[config.mk]
export PLATFORM = sky130hd
export DESIGN_NAME = ram_bus_cycle_flat
export DESIGN_NICKNAME = d
export VERILOG_FILES = /design/src/rtl/ram_bus_cycle_if.sv /design/src/rtl/ram_bus_cycle.sv /design/src/flat_wrapper.sv
export SDC_FILE = /design/constraint.sdc
export NUM_CORES = 1
export LEC_CHECK = 0
export CAP_MARGIN = 0
export CORE_MARGIN = 1
export CORE_UTILIZATION = 45
export DETAILED_ROUTE_END_ITERATION = 12
export GPL_ROUTABILITY_DRIVEN = 0
export PLACE_DENSITY = 0.79
export SLEW_MARGIN = 20
export SYNTH_ARGS = -nofsm -noshare
export SYNTH_HDL_FRONTEND = slang
export SYNTH_SLANG_ARGS = --single-unit
[constraint.sdc]
create_clock -name CLK -period 3.3 [get_ports CLK]
set_clock_uncertainty 0.2 [all_clocks]
set_input_delay 0.33 -clock CLK [delete_from_list [all_inputs] [get_ports CLK]]
set_output_delay 0.33 -clock CLK [all_outputs]
set_load 0.01 [all_outputs]
[src/rtl/ram_bus_cycle_if.sv]
// 68000 bus / decoder / SRAM signal bundle seen by the bus-cycle sequencer.
// master = bus and decoder side, slave = sequencer.
interface ram_bus_cycle_if;
  logic _AS;
  logic _UDS;
  logic _LDS;
  logic RW;
  logic ram_sel;
  logic dtack_req;
  logic ovr_req;
  logic dtack_oe;
  logic ovr_oe;
  logic _RAMCE;
  logic _RAMOE;
  logic _RAMWE;
  logic _RAMUB;
  logic _RAMLB;
  logic busy;

  modport master (
    output _AS, _UDS, _LDS, RW, ram_sel, dtack_req, ovr_req,
    input  dtack_oe, ovr_oe, _RAMCE, _RAMOE, _RAMWE, _RAMUB, _RAMLB, busy
  );

  modport slave (
    input  _AS, _UDS, _LDS, RW, ram_sel, dtack_req, ovr_req,
    output dtack_oe, ovr_oe, _RAMCE, _RAMOE, _RAMWE, _RAMUB, _RAMLB, busy
  );
endinterface

[src/rtl/ram_bus_cycle.sv]
// Bus-cycle sequencer: times decoder requests against the 68000 strobes and
// drives the _DTACK/_OVR open-drain enables plus the SRAM control strobes.
module ram_bus_cycle #(
  parameter int unsigned WAIT_STATES = 0,
  parameter int unsigned WE_HOLDOFF  = 1
) (
  input logic             CLK,
  input logic             _RST,
  ram_bus_cycle_if.slave  bus
);

  typedef enum logic [1:0] {StIdle, StWait, StAck} state_e;

  localparam logic [2:0] WaitInit = 3'(WAIT_STATES);
  localparam logic [1:0] WeHold   = 2'(WE_HOLDOFF);

  state_e      state_q;
  logic [2:0]  wait_cnt_q;
  logic [1:0]  we_cnt_q;
  logic        sel_q;
  logic        busy_q;

  logic as_on;
  logic strobe_on;
  logic active;
  logic ram_on;
  logic wr_cond;
  logic we_ready;

  assign as_on     = !bus._AS;
  assign strobe_on = !bus._UDS || !bus._LDS;
  assign active    = (state_q != StIdle);
  assign ram_on    = sel_q && active;
  assign wr_cond   = ram_on && !bus.RW && as_on && strobe_on;
  // we_cnt >= WE_HOLDOFF, phrased so a zero holdoff is not a constant compare
  assign we_ready  = ({1'b0, we_cnt_q} + 3'd1) > {1'b0, WeHold};

  always_ff @(posedge CLK or negedge _RST) begin
    if (!_RST) begin
      state_q    <= StIdle;
      wait_cnt_q <= 3'd0;
      we_cnt_q   <= 2'd0;
      sel_q      <= 1'b0;
      busy_q     <= 1'b0;
    end else begin
      unique case (state_q)
        StIdle: begin
          if (as_on && bus.dtack_req) begin
            state_q    <= StWait;
            wait_cnt_q <= WaitInit;
            sel_q      <= bus.ram_sel;
            busy_q     <= 1'b1;
          end
        end
        StWait: begin
          if (!as_on) begin
            state_q    <= StIdle;
            wait_cnt_q <= 3'd0;
            busy_q     <= 1'b0;
          end else if (wait_cnt_q == 3'd0) begin
            state_q <= StAck;
          end else begin
            wait_cnt_q <= wait_cnt_q - 3'd1;
          end
        end
        StAck: begin
          if (!as_on) begin
            state_q <= StIdle;
            busy_q  <= 1'b0;
          end
        end
        default: begin
          state_q <= StIdle;
          busy_q  <= 1'b0;
        end
      endcase

      // Edges seen with the write strobe held; saturates rather than wrapping
      if (!wr_cond) begin
        we_cnt_q <= 2'd0;
      end else if (we_cnt_q != 2'd3) begin
        we_cnt_q <= we_cnt_q + 2'd1;
      end
    end
  end

  assign bus.dtack_oe = (state_q == StAck) && as_on;
  // Gated by reset so the override releases without waiting for a clock
  assign bus.ovr_oe   = _RST && bus.ovr_req && as_on;
  assign bus._RAMCE   = !(ram_on && as_on);
  assign bus._RAMOE   = !(ram_on && bus.RW && as_on);
  assign bus._RAMUB   = !(ram_on && !bus._UDS);
  assign bus._RAMLB   = !(ram_on && !bus._LDS);
  assign bus._RAMWE   = !(wr_cond && we_ready);
  assign bus.busy     = busy_q;

endmodule

[src/flat_wrapper.sv]
// flat-port wrapper written by rule: the top's interface ports become plain ports
module ram_bus_cycle_flat 
#(
  parameter int unsigned WAIT_STATES = 0,
  parameter int unsigned WE_HOLDOFF  = 1
)
  (CLK, _RST, bus__AS, bus__UDS, bus__LDS, bus_RW, bus_ram_sel, bus_dtack_req, bus_ovr_req, bus_dtack_oe, bus_ovr_oe, bus__RAMCE, bus__RAMOE, bus__RAMWE, bus__RAMUB, bus__RAMLB, bus_busy);
  ram_bus_cycle_if bus_i ();
  input logic CLK;
  input logic _RST;
  input wire logic [$bits(bus_i._AS)-1:0] bus__AS;
  input wire logic [$bits(bus_i._UDS)-1:0] bus__UDS;
  input wire logic [$bits(bus_i._LDS)-1:0] bus__LDS;
  input wire logic [$bits(bus_i.RW)-1:0] bus_RW;
  input wire logic [$bits(bus_i.ram_sel)-1:0] bus_ram_sel;
  input wire logic [$bits(bus_i.dtack_req)-1:0] bus_dtack_req;
  input wire logic [$bits(bus_i.ovr_req)-1:0] bus_ovr_req;
  output wire logic [$bits(bus_i.dtack_oe)-1:0] bus_dtack_oe;
  output wire logic [$bits(bus_i.ovr_oe)-1:0] bus_ovr_oe;
  output wire logic [$bits(bus_i._RAMCE)-1:0] bus__RAMCE;
  output wire logic [$bits(bus_i._RAMOE)-1:0] bus__RAMOE;
  output wire logic [$bits(bus_i._RAMWE)-1:0] bus__RAMWE;
  output wire logic [$bits(bus_i._RAMUB)-1:0] bus__RAMUB;
  output wire logic [$bits(bus_i._RAMLB)-1:0] bus__RAMLB;
  output wire logic [$bits(bus_i.busy)-1:0] bus_busy;
  assign bus_i._AS = bus__AS;
  assign bus_i._UDS = bus__UDS;
  assign bus_i._LDS = bus__LDS;
  assign bus_i.RW = bus_RW;
  assign bus_i.ram_sel = bus_ram_sel;
  assign bus_i.dtack_req = bus_dtack_req;
  assign bus_i.ovr_req = bus_ovr_req;
  assign bus_dtack_oe = bus_i.dtack_oe;
  assign bus_ovr_oe = bus_i.ovr_oe;
  assign bus__RAMCE = bus_i._RAMCE;
  assign bus__RAMOE = bus_i._RAMOE;
  assign bus__RAMWE = bus_i._RAMWE;
  assign bus__RAMUB = bus_i._RAMUB;
  assign bus__RAMLB = bus_i._RAMLB;
  assign bus_busy = bus_i.busy;
  ram_bus_cycle #(.WAIT_STATES(WAIT_STATES), .WE_HOLDOFF(WE_HOLDOFF)) u_core (.CLK(CLK), ._RST(_RST), .bus(bus_i));
endmodule
-- After elaboration in Yosys (flattened, before gate mapping)
Cells that the tools add are included.
- register bits after elaboration: 9
- input bits: 9
- output and inout port bits: 8
- logic and storage cells: 65
- $add $sub $neg: 3
- $lt $le $gt $ge: 1
- equality and inequality tests: 9
- mux-type cells: 14
- reductions and logical operators: 33
- operator list (kind ; number):
    $logic_and 1x1->1 ; 14
    $mux 2 ; 6
    $logic_not 1->1 ; 9
    $mux 3 ; 3
    $ne 2x2->1 const B ; 3
    $pmux 2 s3 ; 1
    $pmux 3 s2 ; 1
    $reduce_and 3->1 ; 2
    $ne 2x1->1 const B ; 2
    $reduce_and 2->1 ; 2
    $reduce_bool 2->1 ; 2
    $add 2x1->3 const B ; 1
    $gt 3x1->1 const B ; 1
    $logic_not 3->1 ; 1
    $ne 3x2->1 const B ; 1
    $ne 3x3->1 const B ; 1
    $sub 3x1->3 const B ; 1
    $add 2x1->2 const B ; 1
    $eq 2x1->1 const B ; 1
    $eq 2x2->1 const B ; 1
    $logic_not 2->1 ; 1
    $mux 1 ; 2
    $pmux 1 s2 ; 1
    $reduce_or 2->1 ; 1
    $logic_or 1x1->1 ; 1

-- Longest topological paths before layout
Gate-level depths: netlist of the first run.
- depth in word-level cells: 7
- mapped depth: 6
- depth with buffers taken out: 5

-- Worst setup path after synthesis of the first run
Ideal clock, no wire load.
- path type: register to output
- from: reg u_core.state_q[0]
- to: out bus__RAMWE
- arrival time: 1.314 ns
- path slack: 1.456 ns
- stages on the path, launching flop included: 7
- buffers on the path: 1
- cells stage by stage: dfrtp_1 -> inv_1 -> ha_1 -> buf_2 -> nor3b_2 -> nand2_1 -> or2_1
- longest elaborated chain between the ends: 7
- ends and longest elaborated chain (element ; RTL line ; RTL):
    start, declared ; ram_bus_cycle.sv:17 ; state_e state_q;
    start signal, assigned ; ram_bus_cycle.sv:40 ; state_q <= StIdle;
    start signal, assigned ; ram_bus_cycle.sv:49 ; state_q <= StWait;
    start signal, assigned ; ram_bus_cycle.sv:57 ; state_q <= StIdle;
    $reduce_bool 2->1 ; ram_bus_cycle.sv:32 ; assign active = (state_q != StIdle);
    $logic_and 1x1->1 ; ram_bus_cycle.sv:33 ; assign ram_on = sel_q && active;
    $logic_and 1x1->1 (3 in a row) ; ram_bus_cycle.sv:34 ; assign wr_cond = ram_on && !bus.RW && as_on && strobe_on;
    $logic_and 1x1->1 ; ram_bus_cycle.sv:94 ; assign bus._RAMWE = !(wr_cond && we_ready);
    $logic_not 1->1 ; ram_bus_cycle.sv:94 ;
    end, declared ; flat_wrapper.sv:22 ; output wire logic [$bits(bus_i._RAMWE)-1:0] bus__RAMWE;
No other way between the ends.

-- Worst setup path after layout of the first run
Same ends and word-level chain as after synthesis.

==> results.sh, run 1 <==
export IMPL_wl_per_cell_um=12.0
export IMPL_synth_seq_cells=9
export IMPL_synth_cell_type_count=28
export IMPL_drv_slew=0
export IMPL_cts_resized=0
export IMPL_status="finished clean"
export IMPL_cts_made_buffers=3
export IMPL_ff2ff_setup_slack_ns=1.51
export IMPL_cp_max_fo=11
export IMPL_tns_ns=0
export IMPL_htree_num_levels=1
export IMPL_slowest_delay_ns=0.47
export IMPL_maxCapViolCount=0
export IMPL_hold_violations=0
export IMPL_cp_required_ns=2.77
export IMPL_clock_latency_ns=0.26
export IMPL_wl_mm=1.20
export IMPL_die_h_um=40.1
export IMPL_path_class="reg2out"
export IMPL_yosysTopAreaCell="dfrtp_1"
export IMPL_antenna_found_initial=0
export IMPL_syn_inst=66
export IMPL_power_leakage_nw=0.391
export IMPL_synthTopCellsByArea="dfrtp_1 35%, ha_1 15%, inv_1 5.2%, a221oi_2 4.6%, mux2_1 3.5%"
export IMPL_nNetsFinal=103
export IMPL_cts_root_buf="clkbuf_4"
export IMPL_synth_top_cell_area_share=0.345
export IMPL_slew_headroom=0.706
export IMPL_start_util=0.495
export IMPL_fmax_mhz=377
export IMPL_tightest_slew_ns=0.439
export IMPL_synthXorXnorAreaFrac=0.0134
export IMPL_first_iter_violations=4
export IMPL_path_cells="inv_1 > ha_1 > nor3b_2 > nand2_1 > or2_1 > clkdlybuf4s50_1"
export IMPL_die_x_um=40.1
export IMPL_final_cell_mix="16 x clkdlybuf4s50_1, 9 x inv_1, 9 x dfrtp_1"
export IMPL_crit_arrival_ns=2.12
export IMPL_synth_simple_area_share=0.203
export IMPL_min_path_type="in2async"
export IMPL_cts_hold_buf=0
export IMPL_die_area_mm2=0.00160
export IMPL_cp_end_kind="output port"
export IMPL_core_area_mm2=0.00132
export IMPL_ys_warn_count=0
export IMPL_vdd_drop_max_v=0.000456
export IMPL_gr_total_overflow=0
export IMPL_vias=537
export IMPL_clkTransAtPathRegs_ns=0.06
export IMPL_drtAntennaViolNets=0
export IMPL_syn_nets=83
export IMPL_synth_top_family_by_area="simple AND/OR/NAND/NOR gates"
export IMPL_io_buffers=16
export IMPL_final_period_utilization=0.804
export IMPL_hpwl_um=942
export IMPL_synth_compound_area_frac=0.154
export IMPL_design_portCount=17
export IMPL_syn_avg_cell_area_um2=9.88
export IMPL_drt_first_pass_iters=4
export IMPL_viasPerCell=5.37
export IMPL_drcViolationCount=0
export IMPL_drive_above_1_share=0.106
export IMPL_rsz0062_at_grt="false"
export IMPL_synthAdderAreaFrac=0.154
export IMPL_areaGrowthSynthToFinish_pct=30.7
export IMPL_cts_buffer_depth=2
export IMPL_synth_area_um2=652
export IMPL_synthMuxAreaShare=0.0653
export IMPL_rows=13
export IMPL_finalPower_mw=0.500
export IMPL_post_cts_buffers=0
export IMPL_powerDensity_mw_per_mm2=586
export IMPL_yosysSeqAreaShare=0.345
export IMPL_clock_sinks=9
export IMPL_cp_start_kind="flip-flop"
export IMPL_grtUsageTotal=0.172
export IMPL_final_common_cell="clkdlybuf4s50_1"
export IMPL_grt_first_pass_wirelength_mm=1.84
export IMPL_fillers=109
export IMPL_cts_tree="done"
export IMPL_grt_max_degree=12
export IMPL_setup_viol=0
export IMPL_post_route_min_period_ns=2.65
export IMPL_grt_pass1_vias=462
export IMPL_antenna_cells=0
export IMPL_critPathSlowestCell="clkdlybuf4s50_1"
==> through the flow <==
stage | cells | hold slack, ns | area (um2) | worst slack, ns | utilization
floorplan | 66 | -0.166 | 652 | 1.46 | -
global placement | 96 | 0.282 | 826 | 0.866 | 0.627
detailed placement | 96 | 0.290 | 826 | 0.830 | 0.627
CTS | 100 | 0.193 | 852 | 0.633 | 0.647
global route | 100 | 0.216 | 852 | 0.486 | 0.647
finish | 100 | 0.178 | 852 | 0.648 | 0.647
==> power breakdown <==
| part | switching [mW] | internal (mW) | total, mW |
|---|---|---|---|
| logic | 0.132 | 0.131 | 0.262 |
| clock network | 0.0388 | 0.0466 | 0.0855 |
| registers | 0.0157 | 0.136 | 0.152 |
| total | 0.186 | 0.313 | 0.500 |
==> cell usage after synthesis (all sizes together) <==
master and number:
inv 10, a21oi 2, xor2 1, dfrtp 9, a22o 1, o21ai 1, nand2b 4, or2 1
o22ai 1, o2111ai 1, nor2b 4, a211o 1, mux2 2, nand2 4, nor3b 2, mux2i 2
o211ai 2, ha 8, a211oi 1, nor2 3, nand3b 1, a221oi 2, buf 1, and3 2
==> path summary, 6_finish.rpt <==
path,from,endpoint,cells after the start
max,u_core.state_q[0],bus__RAMWE,6
min,_RST,u_core.wait_cnt_q[0],1
max reg2reg,u_core.state_q[1],u_core.sel_q,4
min reg2reg,u_core.sel_q,u_core.sel_q,1
max in group asynchronous,_RST,u_core.sel_q,1
min in group CLK,u_core.sel_q,u_core.sel_q,1
==> cell type report <==
cell class                      instances  area (um2)  area share
Clock buffer                            4        26.3      0.0308
Sequential cell                         9         225       0.264
Inverter                               10        37.5      0.0441
Tap cell                               15        18.8      0.0220
Timing Repair Buffer                   16         160       0.188
Multi-Input combinational cell         46         384       0.451
==> cell families after synthesis <==
logic type                 Yosys count
adders and majority gates            8
xor gates and xnor gates             1
buffers and inverters               11
and+or+nand+nor                     21
AOI/OAI and AO/OA                   12
DFF                                  9
muxes                                4
==> per-layer routing <==
metal,GRT usage,up-vias,part of all wire
met4,0.0517,0,0.0092
met1,0.235,261,0.48
met5,0,-,0
met2,0.258,8,0.48
li1,-,266,-
met3,0.0500,2,0.028
==> state kept, by name, summed over array words and instances (netlist names) <==
name and count:
u_core.state_q 2, u_core.sel_q 1, u_core.wait_cnt_q 3, u_core.bus.busy 1, u_core.we_cnt_q 2
==> critical path, delay by kind of cell (launching register included) <==
kind | cells | cell delay, ns
AND/OR/NAND/NOR | 3 | 0.60
adder cells (fa/ha/maj) | 1 | 0.35
buffers and inverters | 2 | 0.55
flip-flops | 1 | 0.37
No activity file was read; power rests on OpenSTA's default activity.
==> run 2, diff against run 1 <==
==> constraint.sdc (replaced) <==
create_clock -name CLK -period 2.7 [get_ports CLK]
set_clock_uncertainty 0.2 [all_clocks]
set_input_delay 0.27 -clock CLK [delete_from_list [all_inputs] [get_ports CLK]]
set_output_delay 0.27 -clock CLK [all_outputs]
set_load 0.01 [all_outputs]
==> run 2 against run 1 <==
Effect of this change: routed wire length up 4.0%; via count shrank 2.2%; sequential cell count is the same; clock power rose by 18%; final cell count grew 1.0%; setup slack lost 0.42 ns; critical path depth did not move; critical endpoint unchanged.
==> results.sh, run 2 (synthesis results as in run 1) <==
export IMPL_maxCapViolCount=0
export IMPL_viasPerCell=5.20
export IMPL_setup_slack_ns=0.226
export IMPL_slowest_delay_ns=0.47
export IMPL_cts_buffer_depth=2
export IMPL_top_regs="u_core.wait_cnt_q (3), u_core.state_q (2), u_core.we_cnt_q (2)"
export IMPL_power_leakage_nw=0.395
export IMPL_fillers=112
export IMPL_drtAntennaViolNets=0
export IMPL_drv_slew=0
export IMPL_final_period_utilization=0.916
export IMPL_die_h_um=40.1
export IMPL_die_x_um=40.1
export IMPL_cp_max_fo=11
export IMPL_top_register="u_core.wait_cnt_q"
export IMPL_nNetsFinal=104
export IMPL_fmax_mhz=404
export IMPL_clock_sinks=9
export IMPL_hold_violations=0
export IMPL_final_cell_mix="16 x clkdlybuf4s50_1, 9 x inv_1, 9 x dfrtp_1"
export IMPL_antenna_found_initial=0
export IMPL_path_cells="inv_1 > ha_2 > nor3b_2 > nand2_1 > or2_1 > clkdlybuf4s50_1"
export IMPL_status="finished clean"
export IMPL_design_portCount=17
export IMPL_dp_slack_ns=0.379
export IMPL_rsz0062_at_grt="false"
export IMPL_die_area_mm2=0.00160
export IMPL_largest_reg_flops=3
export IMPL_wl_mm=1.25
export IMPL_multi_input_area_um2=387
export IMPL_cts_hold_buf=0
export IMPL_cp_end_kind="output port"
export IMPL_wl_per_cell_um=12.3
export IMPL_pwr_share_comb=0.533
export IMPL_cp_start_kind="flip-flop"
export IMPL_clkTransAtPathRegs_ns=0.05
export IMPL_instances_no_fill=101
export IMPL_post_cts_buffers=0
export IMPL_start_util=0.495
export IMPL_dp_cells=97
export IMPL_crit_arrival_ns=2.00
export IMPL_rows=13
export IMPL_vias=525
export IMPL_min_path_type="in2async"
export IMPL_drcViolationCount=0
export IMPL_grt_max_degree=12
export IMPL_drive_above_1_share=0.128
export IMPL_cts_tree="done"
export IMPL_critPathSlowestCell="clkdlybuf4s50_1"
export IMPL_clock_latency_ns=0.26
export IMPL_seq_power_share=0.303
export IMPL_first_iter_violations=6
export IMPL_core_area_mm2=0.00132
export IMPL_cts_made_buffers=3
export IMPL_intPower_mw=0.388
export IMPL_grt_pass1_vias=471
export IMPL_final_seq_area_um2=225
export IMPL_setup_viol=0
export IMPL_vdd_drop_max_v=0.000508
export IMPL_powerDensity_mw_per_mm2=714
export IMPL_antenna_cells=0
export IMPL_grt_first_pass_wirelength_mm=1.97
export IMPL_final_common_cell="clkdlybuf4s50_1"
export IMPL_cts_root_buf="clkbuf_4"
export IMPL_path_class="reg2out"
export IMPL_tns_ns=0
export IMPL_tightest_slew_ns=0.369
export IMPL_areaGrowthSynthToFinish_pct=32.2
export IMPL_holdWs_ns=0.0208
export IMPL_post_route_min_period_ns=2.47
export IMPL_hpwl_mm=1.06
export IMPL_p_sw_frac=0.370
export IMPL_drt_first_pass_iters=4
export IMPL_cp_required_ns=2.23
export IMPL_slew_headroom=0.754
export IMPL_htree_num_levels=1
export IMPL_grtUsageTotal=0.190
export IMPL_io_buffers=16
export IMPL_gr_total_overflow=0
export IMPL_switchingPower_mw=0.228
export IMPL_clkPwrFrac=0.164
## run 2: cell types whose count changed in the layout (fill, tap and decap cells not counted), sizes merged
cell and delta:
buf +1
## run 2: worst max-delay path: cells and delay by family (launching register included)
family / cells / cell delay (ns)
DFF: 1 / 0.36
buffers and inverters: 2 / 0.56
adders and majority gates: 1 / 0.27
and+or+nand+nor: 3 / 0.57
## run 2: what timing repair did
item                                    4_1_cts  5_1_grt
endpoints found under the setup margin        0        1
hold endpoints to repair                      0        0
gates resized for setup                       0        1
## run 2: final cells by class
class,instances,share of cell area
multi-input combinational,46,0.448
sequential,9,0.261
inverter,10,0.0435
tap,15,0.0218
clock buffer,4,0.0305
timing repair buffer,17,0.194
## run 2: power groups by stage
| stage | logic [mW] | registers (mW) | clock network, mW |
|---|---|---|---|
| 2_1_floorplan | 0.216 | 0.187 | 0 |
| 5_1_grt | 0.366 | 0.190 | 0.114 |
| 4_1_cts | 0.325 | 0.188 | 0.107 |
| 3_3_place_gp | 0.317 | 0.187 | 0 |
| 3_5_place_dp | 0.324 | 0.190 | 0 |
| 6_report | 0.328 | 0.187 | 0.101 |
## run 2: path summary, 6_finish.rpt
kind	endpoint	cells past startpoint	startpoint	slack [ns]
worst max-delay path	bus__RAMWE	6	u_core.state_q[0]	0.23
worst min-delay path	u_core.state_q[0]	1	_RST	0.02
worst max register to register	u_core.state_q[0]	5	u_core.state_q[1]	0.93
worst min register to register	u_core.sel_q	1	u_core.sel_q	0.30
max in group asynchronous	u_core.state_q[1]	2	_RST	1.94
min in group CLK	u_core.sel_q	1	u_core.sel_q	0.30
## run 2: metrics by stage
step	total power, mW	utilization	area (um2)
after CTS	0.620	0.652	860
after floorplan	0.403	-	652
after detailed placement	0.515	0.632	833
after global placement	0.505	0.632	833
after global routing	0.670	0.654	862
final	0.615	0.654	862
## run 2: per-layer routing
metal | GRT usage | part of all wire
met5 | 0 | 0
met4 | 0.0345 | 0
met3 | 0.0833 | 0.040
met2 | 0.319 | 0.53
met1 | 0.223 | 0.43
